### config.mk
export PLATFORM = sky130hd
export DESIGN_NAME = abl
export DESIGN_NICKNAME = d
export VERILOG_FILES = /design/src/rtl/abl_pkg.sv /design/src/rtl/abl.sv
export SDC_FILE = /design/constraint.sdc
export NUM_CORES = 1
export LEC_CHECK = 0
export CAP_MARGIN = 25
export CORE_ASPECT_RATIO = 0.9
export CORE_UTILIZATION = 45
export DETAILED_ROUTE_END_ITERATION = 8
export PLACE_DENSITY_LB_ADDON = 0.15
export SLEW_MARGIN = 30
export SYNTH_ARGS = -nofsm -noshare
export SYNTH_HDL_FRONTEND = slang
export SYNTH_SLANG_ARGS = --single-unit
### constraint.sdc
create_clock -name clk -period 9.55 [get_ports clk]
set_clock_uncertainty 0.2 [all_clocks]
set_input_delay 1.91 -clock clk [delete_from_list [all_inputs] [get_ports clk]]
set_output_delay 1.91 -clock clk [all_outputs]
set_load 0.1 [all_outputs]
### src/rtl/abl_pkg.sv
// ============================================================================
//  Module   : abl_pkg
//  Brief    : Field encodings for the Address Bus Low stage op word.
//  Revision : 1.0 - initial release
// ============================================================================
`default_nettype none

package abl_pkg;

  // op[4:2] selects the adder base, op[1:0] selects the offset
  typedef logic [2:0] base_sel_t;
  typedef logic [1:0] ofs_sel_t;

  localparam base_sel_t BASE_ZERO = 3'b000;
  localparam base_sel_t BASE_ABL  = 3'b001;
  localparam base_sel_t BASE_PCL  = 3'b010;
  localparam base_sel_t BASE_DB   = 3'b011;
  localparam base_sel_t BASE_REG  = 3'b100;
  localparam base_sel_t BASE_S    = 3'b101;

  localparam ofs_sel_t OFS_0   = 2'b00;
  localparam ofs_sel_t OFS_1   = 2'b01;
  localparam ofs_sel_t OFS_REG = 2'b10;
  localparam ofs_sel_t OFS_M1  = 2'b11;

endpackage

`default_nettype wire

### src/rtl/abl.sv
// ============================================================================
//  Module   : abl
//  Brief    : 65C02 Address Bus Low stage. Selects a base and an offset, adds
//             them into next ADL, registers ABL and the page carry CO, and
//             holds PCL. CO and inc_pch drive the high-byte stage.
//  Config   : ABL_SP_EN - internal stack pointer register S (written from ADL
//             on sp_wr). Undefined: S passes the external SP input through.
//  Revision : 1.0 - initial release
// ============================================================================
`default_nettype none

module abl
  import abl_pkg::*;
(
  input  logic       clk,
  input  logic       rst,
  input  logic [4:0] op,
  input  logic [7:0] DB,
  input  logic [7:0] REG,
  input  logic [7:0] SP,
  input  logic       sp_wr,
  input  logic       ld_pc,
  input  logic       inc_pc,
  output logic [7:0] ADL,
  output logic [7:0] ABL,
  output logic       CO,
  output logic [7:0] PCL,
  output logic       inc_pch,
  output logic [7:0] S
);

  base_sel_t  w_base_sel;
  ofs_sel_t   w_ofs_sel;
  logic [7:0] w_base;
  logic [7:0] w_ofs;
  logic [8:0] w_sum;
  logic [7:0] w_s;

  logic [7:0] r_abl;
  logic       r_co;
  logic [7:0] r_pcl;

  assign w_base_sel = op[4:2];
  assign w_ofs_sel  = op[1:0];

`ifdef ABL_SP_EN
  logic [7:0] r_s;
  logic [7:0] w_unused_sp;

  // SP is superseded by the internal register in this build
  assign w_unused_sp = SP;
  assign w_s         = r_s;

  // Stack pointer: written from the adder on the same edge as ABL
  always_ff @(posedge clk) begin
    if (rst) begin
      r_s <= 8'hFF;
    end else if (sp_wr) begin
      r_s <= w_sum[7:0];
    end
  end
`else
  logic w_unused_sp_wr;

  // Without the internal register there is nothing for sp_wr to write
  assign w_unused_sp_wr = sp_wr;
  assign w_s            = SP;
`endif

  // Base and offset selection; reserved base codes behave as ABL (hold)
  always_comb begin
    w_base = r_abl;
    case (w_base_sel)
      BASE_ZERO: w_base = 8'h00;
      BASE_ABL:  w_base = r_abl;
      BASE_PCL:  w_base = r_pcl;
      BASE_DB:   w_base = DB;
      BASE_REG:  w_base = REG;
      BASE_S:    w_base = w_s;
      default:   w_base = r_abl;
    endcase

    w_ofs = 8'h00;
    case (w_ofs_sel)
      OFS_0:   w_ofs = 8'h00;
      OFS_1:   w_ofs = 8'h01;
      OFS_REG: w_ofs = REG;
      OFS_M1:  w_ofs = 8'hFF;
      default: w_ofs = 8'h00;
    endcase
  end

  // 9-bit add; bit 8 is the page carry (for -1 it means "no borrow")
  assign w_sum = {1'b0, w_base} + {1'b0, w_ofs};

  // ABL/CO follow the adder every cycle; PCL loads from the registered ABL
  always_ff @(posedge clk) begin
    if (rst) begin
      r_abl <= 8'h00;
      r_co  <= 1'b0;
      r_pcl <= 8'h00;
    end else begin
      r_abl <= w_sum[7:0];
      r_co  <= w_sum[8];
      if (ld_pc) begin
        r_pcl <= r_abl + {7'd0, inc_pc};
      end
    end
  end

  assign ADL     = w_sum[7:0];
  assign ABL     = r_abl;
  assign CO      = r_co;
  assign PCL     = r_pcl;
  assign S       = w_s;
  // Not qualified by ld_pc: the high stage applies its own load enable
  assign inc_pch = inc_pc & (r_abl == 8'hFF);

endmodule

`default_nettype wire

* Yosys cells after proc, flatten, opt, wreduce, memory -nomap -nowiden *
Index checks and enable logic that the tools add are counted.
Widths: inputs -> output; s select.

operators by class
  $add $sub $neg = 2
  mux-type cells = 2
  bitwise gates (word level) = 1
  reduce and logical (&&, ||, !) cells = 2
  eq/ne operators = 8

operators with widths
  kind                number
  $pmux 8 s5          1
  $pmux 8 s4          1
  $add 8x8->9         1
  $add 8x1->8         1
  $eq 8x8->1 const B  1
  $eq 3x2->1 const B  2
  $eq 3x3->1 const B  2
  $eq 2x2->1 const B  2
  $logic_not 3->1     1
  $eq 2x1->1 const B  1
  $logic_not 2->1     1
  $and 1x1->1         1

storage, ports and cells
  output and inout port bits = 34
  logic and storage cells = 18
  input port bits = 34
  bits in registers = 17

* Logic depth before layout (Yosys ltp) *
Gate-level depths: netlist of run 1.

  word-level depth = 3
  gate-level depth with buffers = 12
  depth with buffers taken out = 10

* Worst setup path before layout of run 1 *
No wires, ideal clock.

  kind = in2out
  start point = input port op[4]
  end point = output port ADL[6]
  arrival = 4.226 ns
  required time = 7.440 ns
  buffers on the path = 2
  stages on the path = 11
  setup slack = 3.214 ns
  path through = buf_2 clkinv_1 a22o_1 a2bb2oi_1 nor3_1 ha_1 fa_1 a21o_1 a221oi_2 xnor2_1 buf_4

on the way
  word-level cells in the longest chain between the ends = 3
  elaborated cells between the ends (all ways) = 7

ends and longest elaborated chain
  element                             line       RTL
  from (decl)                         abl.sv:17  input logic [4:0] op,
  $eq 3x3->1 (tied with other cells)  abl.sv:73  case (w_base_sel)
  $pmux 8 s5 (*)                      abl.sv:73
  $add 8x8->9 (*)                     abl.sv:94  assign w_sum = {1'b0, w_base} + {1'b0, w_ofs};
  to (decl)                           abl.sv:24  output logic [7:0] ADL,

Every way passes the cells marked *; elsewhere a longest branch is shown, timed or not.

* Worst setup path after layout of run 1 *
Same ends and word-level chain as after synthesis.

==> key figures, run 1 <==
Global route
  – Global-route wire length before repair: 6860 um
  – Largest net degree at the start of global routing: 23
  – Initial antenna violation count: 0
  – Total Routing Usage GR: 0.233
  – Congestion Overflow GR: 0
  – Vias in the first global route: 1,455

Drt
  – DRC viols: 0
  – Wire per inst: 14.7 um
  – Vias after detailed routing: 1,624
  – Iter 0 DRT Violations: 82
  – Post-Route WL: 4370 um
  – Post-route ant nets: 0
  – DR vias/cell: 5.45
  – Drt pass-1 iters: 4

Clock tree
  – CTS max path bufs: 2
  – CTS tree: done
  – Hold Buf Count CTS: 0
  – Clock root cell: clkbuf_8
  – Total CTS buffers: 3
  – Post CTS Setup Buffer Count: 0
  – H-Tree Depth: 1
  – Clock transition at the registers of the reported paths: 60 ps
  – Clk_lat worst skew: 250 ps
  – Clock sink total: 17
  – Post-CTS sizing: 0

Critical path
  – CP arrival: 6240 ps
  – Worst Setup Start Kind: input port
  – Worst Path Required: 7440 ps
  – Flop2flop setup slack: 7060 ps
  – Cell Chain, Critical Path: clkdlybuf4s50_1, clkinv_1, a22o_1, a2bb2oi_1, nor3_1, ha_1, fa_1, a21o_1, a221oi_2, xnor2_1, clkdlybuf4s50_1
  – Crit path max fanout: 19
  – Worst path max stage delay: 1160 ps
  – Crit-path slowest cell: clkdlybuf4s50_1
  – Crit path top cell by count: clkdlybuf4s50_1
  – Endpoint class of the critical path: output port
  – Kind of critical path: in -> out

Floorplan
  – Num rows: 20
  – Ports: 68
  – Core ar.: 3400 um^2
  – Initial core utilization: 0.472
  – Die area: 3810 um^2
  – Die W: 65.0 um
  – Die height: 58.7 um

Run
  – Max_cap viols: 0

STA
  – Min Clock Period, post-route: 8350 ps
  – Rel. slew slack: 0.340
  – Final-report setup violation count: 0
  – Worst slew pin tran: 987 ps
  – Fmax: 0.120 GHz
  – RSZ-0062 raised after global routing: no
  – Final Cycle Share: 0.874
  – Max Slew Vio Count: 0
  – Final Hold Vio Count: 0
  – Setup tns final: 0 ps

Final layout
  – FF/Latch Area: 340 um^2
  – Fill cell count: 334
  – Area grow syn2layout: 37.6%
  – Antenna cells: 0
  – Final nets: 300
  – Post-layout util: 0.649
  – Layout cells sized above 1: 0.0276
  – Multi-input logic area: 1080 um^2

Place
  – Gp weighted congestion: 0.809
  – Dpl hpwl: 3530 um
  – Buffers on Ports: 66

Min path
  – Worst hold path type: reg -> reg

Yosys
  – Synthesized cell area: 1610 um^2
  – Top FF cell, synth: dfxtp_1
  – Post-Syn Instances: 209
  – YS warnings: 0
  – Synth async-reset ratio: 0
  – Synth Register Bits: 17
  – Sequential cell area fraction in the yosys report: 0.212
  – Mapped Nets: 254
  – Distinct cells, synth: 37
  – Number of enable flip-flop cells after synthesis: 0
  – Syn avg cell area: 7.68 um^2

Pwr
  – Worst VDD drop: 182 uV
  – Cell Pwr Density: 212 nW/um^2
  – Leakage power: 0.846 nW

Run status
  – Status: finished, final reports clean
## layer usage
layer,up-vias,track usage,part of all wire,wire length [um]
li1,839,-,-,-
met1,735,0.309,0.45,1960
met2,48,0.397,0.49,2160
met3,2,0.0484,0.057,248
met4,0,0.0349,0.0016,7
met5,-,0,0,0
## synth_stat cells, drive strengths merged, types with 5 or more instances
cell type	count	share of area
ha	10	0.078
a22oi	5	0.023
o21ai	9	0.028
o21a	9	0.042
nor2b	16	0.062
a21oi	11	0.034
buf	22	0.093
nor2	15	0.035
nor3	12	0.037
nand2b	9	0.035
dfxtp	17	0.21
nand2	13	0.030
## flip-flops by register name, summed over array words and instances (netlist names)
signal	cells
CO	1
PCL	8
ABL	8
## worst paths after layout
check             depth (start not counted)   start     end
setup / recovery                         11   op[4]  ADL[6]
hold / removal                            2  PCL[6]  PCL[6]
setup reg to reg                          8  ABL[1]  ABL[6]
hold reg to reg                           2  PCL[6]  PCL[6]
## where the power goes
group	internal, mW	switching (mW)
Combinational	0.0863	0.230
Sequential	0.0815	0.0163
Clock	0.0293	0.0249
## cell type report
type / instances / share of cell area
flip-flops and latches: 17 / 0.154
repair buffers: 66 / 0.299
multi-input cells: 161 / 0.490
inverters: 6 / 0.0102
well taps: 44 / 0.0249
clock inverters: 1 / 0.00340
clock buffers: 3 / 0.0187
## worst max-delay path, delay by kind of cell
| family | cells | cell delay [ps] |
|---|---|---|
| AOI/OAI and AO/OA | 4 | 980 |
| buffers and inverters | 3 | 2450 |
| xor gates and xnor gates | 1 | 180 |
| and+or+nand+nor | 1 | 70 |
| adders and majority gates | 2 | 640 |
## placed cells by master (no fill, tap or decap), types with 5 or more instances in the layout
master,count
dfxtp_1,17
nand2_1,13
a22oi_1,5
o21ai_0,9
o21a_1,9
nor3_1,12
nor2b_1,16
nor2_1,15
nand2b_1,9
a21oi_1,11
clkdlybuf4s50_1,66
ha_1,10
## logic make-up after synthesis
family,after synthesis,synth area share
xor gates and xnor gates,7,0.0382
adders and majority gates,11,0.0904
DFF,17,0.212
muxes,4,0.0249
buffers and inverters,31,0.114
AOI/OAI and AO/OA,64,0.284
and+or+nand+nor,75,0.236
## through the flow
step / worst slack (ps) / instance area, um^2 / hold slack [ps] / cells / power, mW
6_report: 1200 / 2210 / 308 / 298 / 0.468
5_1_grt: 969 / 2210 / 321 / 298 / 0.489
4_1_cts: 1220 / 2210 / 315 / 298 / 0.470
3_5_place_dp: 1240 / 2160 / 306 / 294 / 0.415
3_3_place_gp: 1250 / 2160 / 295 / 294 / 0.414
2_1_floorplan: 3210 / 1610 / 725 / 209 / 0.356
No activity file was read; power rests on OpenSTA's default activity.
==> run 2, diff against run 1 <==
--- a/config.mk
+++ b/config.mk
@@ -5,7 +5,7 @@
 export SDC_FILE = /design/constraint.sdc
 export NUM_CORES = 1
 export LEC_CHECK = 0
-export CAP_MARGIN = 25
+export CAP_MARGIN = 10
 export CORE_ASPECT_RATIO = 0.9
 export CORE_UTILIZATION = 45
 export DETAILED_ROUTE_END_ITERATION = 8
==> results of run 2 <==
Final layout, timing and power as in run 1 (identical DEF).
